===== src/rtl/exc_commit_pkg.sv =====
// exc_commit_pkg: ExcCodes, m_exc bit indices and commit FSM states shared by exc_commit and exc_prio
package exc_commit_pkg;
  localparam logic [5:0] EXC_INT  = 6'd0;
  localparam logic [5:0] EXC_ADEL = 6'd4;
  localparam logic [5:0] EXC_ADES = 6'd5;
  localparam logic [5:0] EXC_SYS  = 6'd8;
  localparam logic [5:0] EXC_BP   = 6'd9;
  localparam logic [5:0] EXC_RI   = 6'd10;
  localparam logic [5:0] EXC_OV   = 6'd12;
  typedef enum logic [2:0] {
    EB_ADES_D  = 3'd0,
    EB_ADEL_D  = 3'd1,
    EB_BP      = 3'd2,
    EB_SYS     = 3'd3,
    EB_OV      = 3'd4,
    EB_RI      = 3'd5,
    EB_ADEL_IF = 3'd6
  } exc_bit_e;
  typedef enum logic {IDLE, REDIRECT} state_e;
endpackage


===== src/rtl/exc_commit_if.sv =====
// exc_commit_if: M-stage/CP0/fetch-redirect bundle; slave = exc_commit, master = pipeline side
interface exc_commit_if;
  logic        m_valid;
  logic        m_stall;
  logic [31:0] m_pc;
  logic        m_in_delay_slot;
  logic [6:0]  m_exc;
  logic [31:0] m_badaddr_d;
  logic        m_is_eret;
  logic        interrupt;
  logic [31:0] cp0_epc;
  logic        exception;
  logic [5:0]  m_excCode;
  logic        isBadAddr;
  logic [31:0] invalid_addr;
  logic [31:0] excPC;
  logic        inDelaySlot;
  logic        ERET2pc;
  logic        flush;
  logic        redirect_valid;
  logic [31:0] redirect_pc;
  logic        redirect_ready;
  modport master (
    output m_valid, m_stall, m_pc, m_in_delay_slot, m_exc, m_badaddr_d, m_is_eret,
           interrupt, cp0_epc, redirect_ready,
    input  exception, m_excCode, isBadAddr, invalid_addr, excPC, inDelaySlot, ERET2pc,
           flush, redirect_valid, redirect_pc
  );
  modport slave (
    input  m_valid, m_stall, m_pc, m_in_delay_slot, m_exc, m_badaddr_d, m_is_eret,
           interrupt, cp0_epc, redirect_ready,
    output exception, m_excCode, isBadAddr, invalid_addr, excPC, inDelaySlot, ERET2pc,
           flush, redirect_valid, redirect_pc
  );
endinterface


===== src/rtl/exc_commit_prio.sv =====
// exc_prio: interrupt/m_exc -> any, highest-priority ExcCode, bad-address flags (interrupt, adel_if, ri, ov, sys, bp, adel_d, ades_d)
module exc_prio
  import exc_commit_pkg::*;
(
  input  logic       interrupt,
  input  logic [6:0] m_exc,
  output logic       any,
  output logic [5:0] code,
  output logic       is_badaddr,
  output logic       use_pc_as_bad
);
  always_comb begin
    any = interrupt | (|m_exc);
    code = interrupt              ? EXC_INT  :
           m_exc[EB_ADEL_IF]      ? EXC_ADEL :
           m_exc[EB_RI]           ? EXC_RI   :
           m_exc[EB_OV]           ? EXC_OV   :
           m_exc[EB_SYS]          ? EXC_SYS  :
           m_exc[EB_BP]           ? EXC_BP   :
           m_exc[EB_ADEL_D]       ? EXC_ADEL :
           m_exc[EB_ADES_D]       ? EXC_ADES : EXC_INT;
    is_badaddr = (code == EXC_ADEL) | (code == EXC_ADES);
    use_pc_as_bad = ~interrupt & m_exc[EB_ADEL_IF];
  end
endmodule


===== src/rtl/exc_commit.sv =====
// exc_commit: M-stage commit of exceptions/ERET to CP0 plus held fetch redirect; ports clk, resetn (sync, active-low), bus (exc_commit_if.slave)
module exc_commit
  import exc_commit_pkg::*;
#(
  parameter logic [31:0] EXC_VECTOR = 32'hBFC0_0380
) (
  input logic         clk,
  input logic         resetn,
  exc_commit_if.slave bus
);
  state_e      state, state_nx;
  logic        any, is_bad, use_pc, commit, ev_exc, ev_eret;
  logic [5:0]  code;
  logic [31:0] rpc;
  exc_prio u_prio (
    .interrupt     (bus.interrupt),
    .m_exc         (bus.m_exc),
    .any           (any),
    .code          (code),
    .is_badaddr    (is_bad),
    .use_pc_as_bad (use_pc)
  );
  always_ff @(posedge clk) begin
    state <= !resetn ? IDLE : state_nx;
    rpc <= !resetn ? '0 : ev_exc ? EXC_VECTOR : ev_eret ? bus.cp0_epc : rpc;
  end
  // resetn gates commit so no pulse escapes while reset is held
  always_comb begin
    commit = resetn & (state == IDLE) & bus.m_valid & ~bus.m_stall;
    ev_exc = commit & any;
    ev_eret = commit & bus.m_is_eret & ~any;
    state_nx = (state == IDLE) ? ((ev_exc | ev_eret) ? REDIRECT : IDLE)
                               : (bus.redirect_ready ? IDLE : REDIRECT);
  end
  always_comb begin
    bus.exception = ev_exc;
    bus.m_excCode = ev_exc ? code : 6'd0;
    bus.isBadAddr = ev_exc & is_bad;
    bus.invalid_addr = (ev_exc & is_bad) ? (use_pc ? bus.m_pc : bus.m_badaddr_d) : 32'd0;
    bus.excPC = ev_exc ? bus.m_pc : 32'd0;
    bus.inDelaySlot = ev_exc & bus.m_in_delay_slot;
    bus.ERET2pc = ev_eret;
    bus.flush = ev_exc | ev_eret | (state == REDIRECT);
    bus.redirect_valid = state == REDIRECT;
    bus.redirect_pc = rpc;
  end
  a_excl: assert property (@(posedge clk) disable iff (!resetn) !(bus.exception && bus.ERET2pc));
  a_idle: assert property (@(posedge clk) disable iff (!resetn) (state != IDLE) |-> !(bus.exception || bus.ERET2pc));
endmodule

===== src/flat_wrapper.sv =====
// flat-port wrapper written by rule: the top's interface ports become plain ports
module exc_commit_flat import exc_commit_pkg::*;
#(
  parameter logic [31:0] EXC_VECTOR = 32'hBFC0_0380
)
  (clk, resetn, bus_m_valid, bus_m_stall, bus_m_pc, bus_m_in_delay_slot, bus_m_exc, bus_m_badaddr_d, bus_m_is_eret, bus_interrupt, bus_cp0_epc, bus_redirect_ready, bus_exception, bus_m_excCode, bus_isBadAddr, bus_invalid_addr, bus_excPC, bus_inDelaySlot, bus_ERET2pc, bus_flush, bus_redirect_valid, bus_redirect_pc);
  exc_commit_if bus_i ();
  input logic clk;
  input logic resetn;
  input wire logic [$bits(bus_i.m_valid)-1:0] bus_m_valid;
  input wire logic [$bits(bus_i.m_stall)-1:0] bus_m_stall;
  input wire logic [$bits(bus_i.m_pc)-1:0] bus_m_pc;
  input wire logic [$bits(bus_i.m_in_delay_slot)-1:0] bus_m_in_delay_slot;
  input wire logic [$bits(bus_i.m_exc)-1:0] bus_m_exc;
  input wire logic [$bits(bus_i.m_badaddr_d)-1:0] bus_m_badaddr_d;
  input wire logic [$bits(bus_i.m_is_eret)-1:0] bus_m_is_eret;
  input wire logic [$bits(bus_i.interrupt)-1:0] bus_interrupt;
  input wire logic [$bits(bus_i.cp0_epc)-1:0] bus_cp0_epc;
  input wire logic [$bits(bus_i.redirect_ready)-1:0] bus_redirect_ready;
  output wire logic [$bits(bus_i.exception)-1:0] bus_exception;
  output wire logic [$bits(bus_i.m_excCode)-1:0] bus_m_excCode;
  output wire logic [$bits(bus_i.isBadAddr)-1:0] bus_isBadAddr;
  output wire logic [$bits(bus_i.invalid_addr)-1:0] bus_invalid_addr;
  output wire logic [$bits(bus_i.excPC)-1:0] bus_excPC;
  output wire logic [$bits(bus_i.inDelaySlot)-1:0] bus_inDelaySlot;
  output wire logic [$bits(bus_i.ERET2pc)-1:0] bus_ERET2pc;
  output wire logic [$bits(bus_i.flush)-1:0] bus_flush;
  output wire logic [$bits(bus_i.redirect_valid)-1:0] bus_redirect_valid;
  output wire logic [$bits(bus_i.redirect_pc)-1:0] bus_redirect_pc;
  assign bus_i.m_valid = bus_m_valid;
  assign bus_i.m_stall = bus_m_stall;
  assign bus_i.m_pc = bus_m_pc;
  assign bus_i.m_in_delay_slot = bus_m_in_delay_slot;
  assign bus_i.m_exc = bus_m_exc;
  assign bus_i.m_badaddr_d = bus_m_badaddr_d;
  assign bus_i.m_is_eret = bus_m_is_eret;
  assign bus_i.interrupt = bus_interrupt;
  assign bus_i.cp0_epc = bus_cp0_epc;
  assign bus_i.redirect_ready = bus_redirect_ready;
  assign bus_exception = bus_i.exception;
  assign bus_m_excCode = bus_i.m_excCode;
  assign bus_isBadAddr = bus_i.isBadAddr;
  assign bus_invalid_addr = bus_i.invalid_addr;
  assign bus_excPC = bus_i.excPC;
  assign bus_inDelaySlot = bus_i.inDelaySlot;
  assign bus_ERET2pc = bus_i.ERET2pc;
  assign bus_flush = bus_i.flush;
  assign bus_redirect_valid = bus_i.redirect_valid;
  assign bus_redirect_pc = bus_i.redirect_pc;
  exc_commit #(.EXC_VECTOR(EXC_VECTOR)) u_core (.clk(clk), .resetn(resetn), .bus(bus_i));
endmodule

===== config.mk =====
export PLATFORM = sky130hd
export DESIGN_NAME = exc_commit_flat
export DESIGN_NICKNAME = d
export VERILOG_FILES = /design/src/rtl/exc_commit_pkg.sv /design/src/rtl/exc_commit_if.sv /design/src/rtl/exc_commit_prio.sv /design/src/rtl/exc_commit.sv /design/src/flat_wrapper.sv
export SDC_FILE = /design/constraint.sdc
export NUM_CORES = 1
export LEC_CHECK = 0
export CELL_PAD_IN_SITES_DETAIL_PLACEMENT = 1
export CELL_PAD_IN_SITES_GLOBAL_PLACEMENT = 1
export CORE_MARGIN = 4
export CORE_UTILIZATION = 19
export CTS_CLUSTER_SIZE = 8
export DETAILED_ROUTE_END_ITERATION = 6
export PLACE_DENSITY = 0.82
export REMOVE_ABC_BUFFERS = 1
export SLEW_MARGIN = 25
export SYNTH_ARGS = -nofsm -noshare
export SYNTH_HDL_FRONTEND = slang
export SYNTH_HIERARCHICAL = 1
export SYNTH_SLANG_ARGS = --single-unit

===== constraint.sdc =====
create_clock -name clk -period 2 [get_ports clk]
set_input_delay 0.2 -clock clk [delete_from_list [all_inputs] [get_ports clk]]
set_output_delay 0.2 -clock clk [all_outputs]
set_load 0.005 [all_outputs]

# Word level (Yosys, flattened, before mapping)
# Cells that the tools add are included.
# word_totals
regBits	33
input_bits	111
out_inout_bits	108
word_cells	43
# classes
n_eq_ne	2
mux	17
bitwise_logic	18
n_reduce_logical	3
# op_table
operator	count
2-to-1 mux 32 bit	5
2-to-1 mux 4 bit	7
AND 1 bit	9
equality test 4 x 3 -> 1 bit, second input constant	2
OR reduction 7 bit	1
2-to-1 mux 3 bit	2
NOT 1 bit	5
bitwise OR 1 bit	4
2-to-1 mux 1 bit	3
nonzero test 2 bit	1
OR reduction 2 bit	1

# Longest topological paths before layout
# Gate-level depths: netlist of the first run.
# logic_depth
depth_word	12
depth_mapped	6
mapped_depth_nobuf	5

# Cells and area by module
# The synthesis of the first run kept the hierarchy.
# by_module_without_submodules
mod	n_inst	cells_each	area_each_um2	seq_area_each_um2
exc_commit	1	252	2038.2	660.6
exc_prio	1	21	128.9	0.0

# Worst setup path after synthesis of the first run
# Ideal clock, no wire load.
# synth_path
path_kind	in2out
from	input bus_m_exc[3]
to	output bus_flush
t_arrival_ns	1.402
required_time_ns	1.800
path_slack_ns	0.398
stages	6
n_path_buf	1
path_cell_list	nor4_4 > nand3_1 > nor2_1 > nor3_4 > buf_4 > or2_2
# synth_via
elab_chain_cells	6
elab_cells_between_ends	7
cone_classes	bitwise (6); reduce/logical (1)
# synth_lines
element	line_no	source
from (decl)	flat_wrapper.sv:14	input wire logic [$bits(bus_i.m_exc)-1:0] bus_m_exc;
OR reduction 7 bit (*)	exc_commit_prio.sv:13	any = interrupt | (|m_exc);
bitwise OR 1 bit (*)	exc_commit_prio.sv:13	
via u_core.any	exc_commit.sv:12	logic any, is_bad, use_pc, commit, ev_exc, ev_eret;
NOT 1 bit	exc_commit.sv:31	ev_eret = commit & bus.m_is_eret & ~any;
AND 1 bit	exc_commit.sv:31	
bitwise OR 1 bit (*) (2 in a row)	exc_commit.sv:43	bus.flush = ev_exc | ev_eret | (state == REDIRECT);
to (decl)	flat_wrapper.sv:27	output wire logic [$bits(bus_i.flush)-1:0] bus_flush;
# The timed path passes the listed nets; every way through them passes the cells marked *.

# Worst setup path after layout of the first run
# layout_path
from	input bus_m_exc[4]
to	output bus_excPC[26]
# layout_via
elab_chain_cells	4
# layout_lines
element	line_no	source
OR reduction 7 bit	exc_commit_prio.sv:13	
bitwise OR 1 bit	exc_commit_prio.sv:13	
via u_core.any	exc_commit.sv:12	
AND 1 bit	exc_commit.sv:30	ev_exc = commit & any;
2-to-1 mux 32 bit	exc_commit.sv:40	bus.excPC = ev_exc ? bus.m_pc : 32'd0;
to (decl)	flat_wrapper.sv:24	output wire logic [$bits(bus_i.excPC)-1:0] bus_excPC;
# The timed path passes the listed nets, and every way through them passes these cells.

==> results.py, run 1 <==
metrics = {
    "run_status": {
        "status": "finished clean",
    },
    "floorplan": {
        "core_mm2": 0.0110,
        "die_area_mm2": 0.0132,
        "dieHeight_um": 115,
        "floorplan.initialDensity": 0.197,
        "die_x_um": 115,
        "ioPinCount": 219,
        "rows": 38,
    },
    "yosys": {
        "synth.mux.area_fraction": 0.148,
        "ys.flop_type": "dfxtp_1",
        "ys_seq_area_frac": 0.305,
        "yosys.area_share.simple": 0.306,
        "ys_ff_latch": 33,
        "synth_top_area_frac": 0.305,
        "synth-edff-count": 0,
        "yosysTopAreaCell": "dfxtp_1",
        "synth_xor_area_frac": 0,
        "synth.distinct_cells": 31,
        "synthTopCellsByArea": "dfxtp_1 (30%), mux2i_1 (15%), and2_1 (12%)",
        "netlist_area_mm2": 0.00217,
        "synth_cells": 273,
        "synth_compound_area_frac": 0.174,
        "yosysWarnings": 6,
        "synthArstFlopShare": 0,
        "synth_top_family_by_area": "simple AND/OR/NAND/NOR gates",
        "avgSynthCellArea_um2": 7.94,
        "synth_fa_ha_area_frac": 0,
    },
    "critical_path": {
        "rr_endpoint": "u_core/bus.redirect_pc[22]",
        "endpoint_kind": "primary output",
        "crit_arrival_ps": 1760,
        "slowest_delay_ps": 350,
        "crit_required_ps": 1800,
        "cp_max_fo": 5,
        "start_kind": "input pin",
        "r2r-start": "u_core/bus.redirect_valid",
        "path_class": "in -> out",
        "r2r_cells": 5,
        "path_buf_inv": 4,
        "ff2ff_setup_slack_ps": 630,
        "cp_top_family": "simple AND/OR/NAND/NOR gates",
        "cp_slowest_cell": "nor4_4",
        "crit_path_cell_trace": "buf_6 -> nor4_4 -> nand3_2 -> nand4bb_4 -> nor2_4 -> buf_4 -> buf_12 -> and2_1 -> dlygate4sd2_1",
    },
    "layout": {
        "syn2layout_area_growth_pct": 131,
        "final_area_mm2": 0.00501,
        "most-common-layout-cells": "clkdlybuf4s50_1 (133), dlygate4sd2_1 (40), nor2_1 (33), dfxtp_1 (33), mux2i_1 (32)",
        "drive_gt1_frac": 0.256,
        "final_util": 0.456,
        "fill_cells": 1321,
        "nNetsFinal": 626,
        "layout_commonest_cell": "clkdlybuf4s50_1",
        "finalNonFillerCells": 658,
    },
    "route": {
        "post-route-drc-count": 0,
        "routed_wl_mm": 12.3,
        "first_pass_iters": 4,
        "wl_per_cell_um": 18.7,
        "drt_iter0_drc": 143,
        "ant_nets": 0,
        "via_count": 3026,
        "via_per_inst": 4.60,
    },
    "place": {
        "place.gp.congestion": 0.801,
        "dpl_cell_area_mm2": 0.00463,
        "dpl.cell_count": 631,
        "hpwl_mm": 9.38,
        "io_buffer_count": 216,
    },
    "clock_tree": {
        "clk_pin_slew_ps": 50,
        "cts.sinks": 33,
        "clock_latency_ps": 280,
        "tritoncts": "yes",
        "cts_buffers": 5,
        "clock-root-buffer": "clkbuf_16",
        "cts-hold-fix-buffers": 0,
        "clock_path_buffers": 2,
        "cts_htree_levels": 2,
    },
    "timing": {
        "setup_tns_ps": 0,
        "skew_ps": 3.33,
        "min_period_ps": 1960,
        "fmax_mhz": 510,
        "setup_viol_count_final": 0,
        "finalCritPeriodShare": 0.981,
        "timing.final.max_slew_violations": 0,
        "finalHoldViolCount": 0,
    },
    "global_route": {
        "grt_max_degree": 34,
        "grt_first_pass_wirelength_mm": 18.4,
        "grt.total_usage": 0.178,
        "antenna_found_initial": 2,
        "grt-ovfl-total": 0,
        "grt_pass1_vias": 3430,
    },
    "power": {
        "peakVddDrop_v": 0.000315,
        "power_density_mw_per_mm2": 403,
        "total_leakage_power_nw": 2.16,
    },
    "min_path": {
        "worstHoldPathType": "reg -> reg",
        "min_path_cells": 2,
        "worstHoldStart": "u_core/bus.redirect_pc[15]",
        "whs_endpoint": "u_core/bus.redirect_pc[15]",
    },
    "flow_run": {
        "maxCapViolations": 0,
    },
}
-- worst reg2reg max path: stages, from the launching register on --
cell,delay [ps]
dfxtp_1,320
buf_4,160
nand2b_2,210
nor3_4,200
buf_4,220
o221a_2,210
-- timing repair --
item,CTS,global route
gates cloned,5,0
pin swaps,12,4
buffers inserted,10,3
endpoints found under the setup margin,105,34
gates resized for setup,242,9
-- synth_stat cells (2+ instances only) --
library cell	number
a21oi_1	23
and2_1	40
buf_2	12
buf_4	3
clkbuf_1	8
clkbuf_2	3
dfxtp_1	33
inv_1	4
mux2i_1	32
nand2_1	2
nand2b_1	3
nand3_1	21
nand4bb_1	2
nor2_1	39
nor3_1	3
o21ai_0	19
o221a_2	12
-- metrics by stage --
stage | hold WS, ps | setup slack [ps] | power [mW]
CTS | 484 | -137 | 2.04
detailed placement | 474 | -722 | 1.25
finish | 486 | 37.8 | 2.02
global route | 509 | -43.6 | 2.11
floorplan | 332 | -772 | 0.838
global placement | 462 | -624 | 1.24
-- cell families after synthesis --
logic type,after synthesis
AND/OR/NAND/NOR,119
AO/OA/AOI/OAI,58
flip-flops,33
multiplexers,32
buffers and inverters,30
other,1
-- flip-flops by register name, summed over array words and instances (netlist names) --
signal	cells
u_core/bus.redirect_pc	32
u_core/bus.redirect_valid	1
-- how the worst max path moves through the flow --
stage,from,slack [ps],end,cells past startpoint
6_report,bus_m_exc[4],40,bus_excPC[26],9
5_1_grt,bus_m_exc[4],-40,bus_excPC[26],9
4_1_cts,bus_m_exc[2],-140,bus_excPC[25],9
3_5_place_dp,bus_m_exc[3],-720,bus_excPC[28],8
3_3_place_gp,bus_m_exc[3],-620,bus_excPC[25],8
2_1_floorplan,bus_m_exc[6],-770,bus_invalid_addr[0],4
-- report_power, final --
part	switching (mW)	total [mW]	internal [mW]
combinational	0.213	0.597	0.385
sequential	0.00743	0.679	0.672
clock	0.287	0.743	0.456
-- layout make-up --
type                            instances  area [um^2]  share of cell area
Timing Repair Buffer                  260         2550               0.509
Multi-Input combinational cell        211         1460               0.292
Sequential cell                        33          661               0.132
Tap cell                              140          175              0.0350
Clock buffer                            5          125              0.0250
Clock inverter                          3         17.5             0.00350
Inverter                                4         15.0             0.00300
Antenna cell                            2         5.00             0.00100
-- layer usage --
layer,share of wire,track usage,vias up
li1,-,-,1435
met1,0.37,0.181,1424
met2,0.52,0.335,147
met3,0.093,0.0616,20
met4,0.023,0.0634,0
met5,0,0,-
Power figures use the tool's default switching activity.
==> inputs of run 2 (changes only) <==
--- a/config.mk
+++ b/config.mk
@@ -9,6 +9,7 @@
 export CELL_PAD_IN_SITES_GLOBAL_PLACEMENT = 1
 export CORE_MARGIN = 4
 export CORE_UTILIZATION = 19
+export CTS_CLUSTER_DIAMETER = 120
 export CTS_CLUSTER_SIZE = 8
 export DETAILED_ROUTE_END_ITERATION = 6
 export PLACE_DENSITY = 0.82
==> results of run 2 <==
Final layout, timing and power as in run 1 (identical DEF).
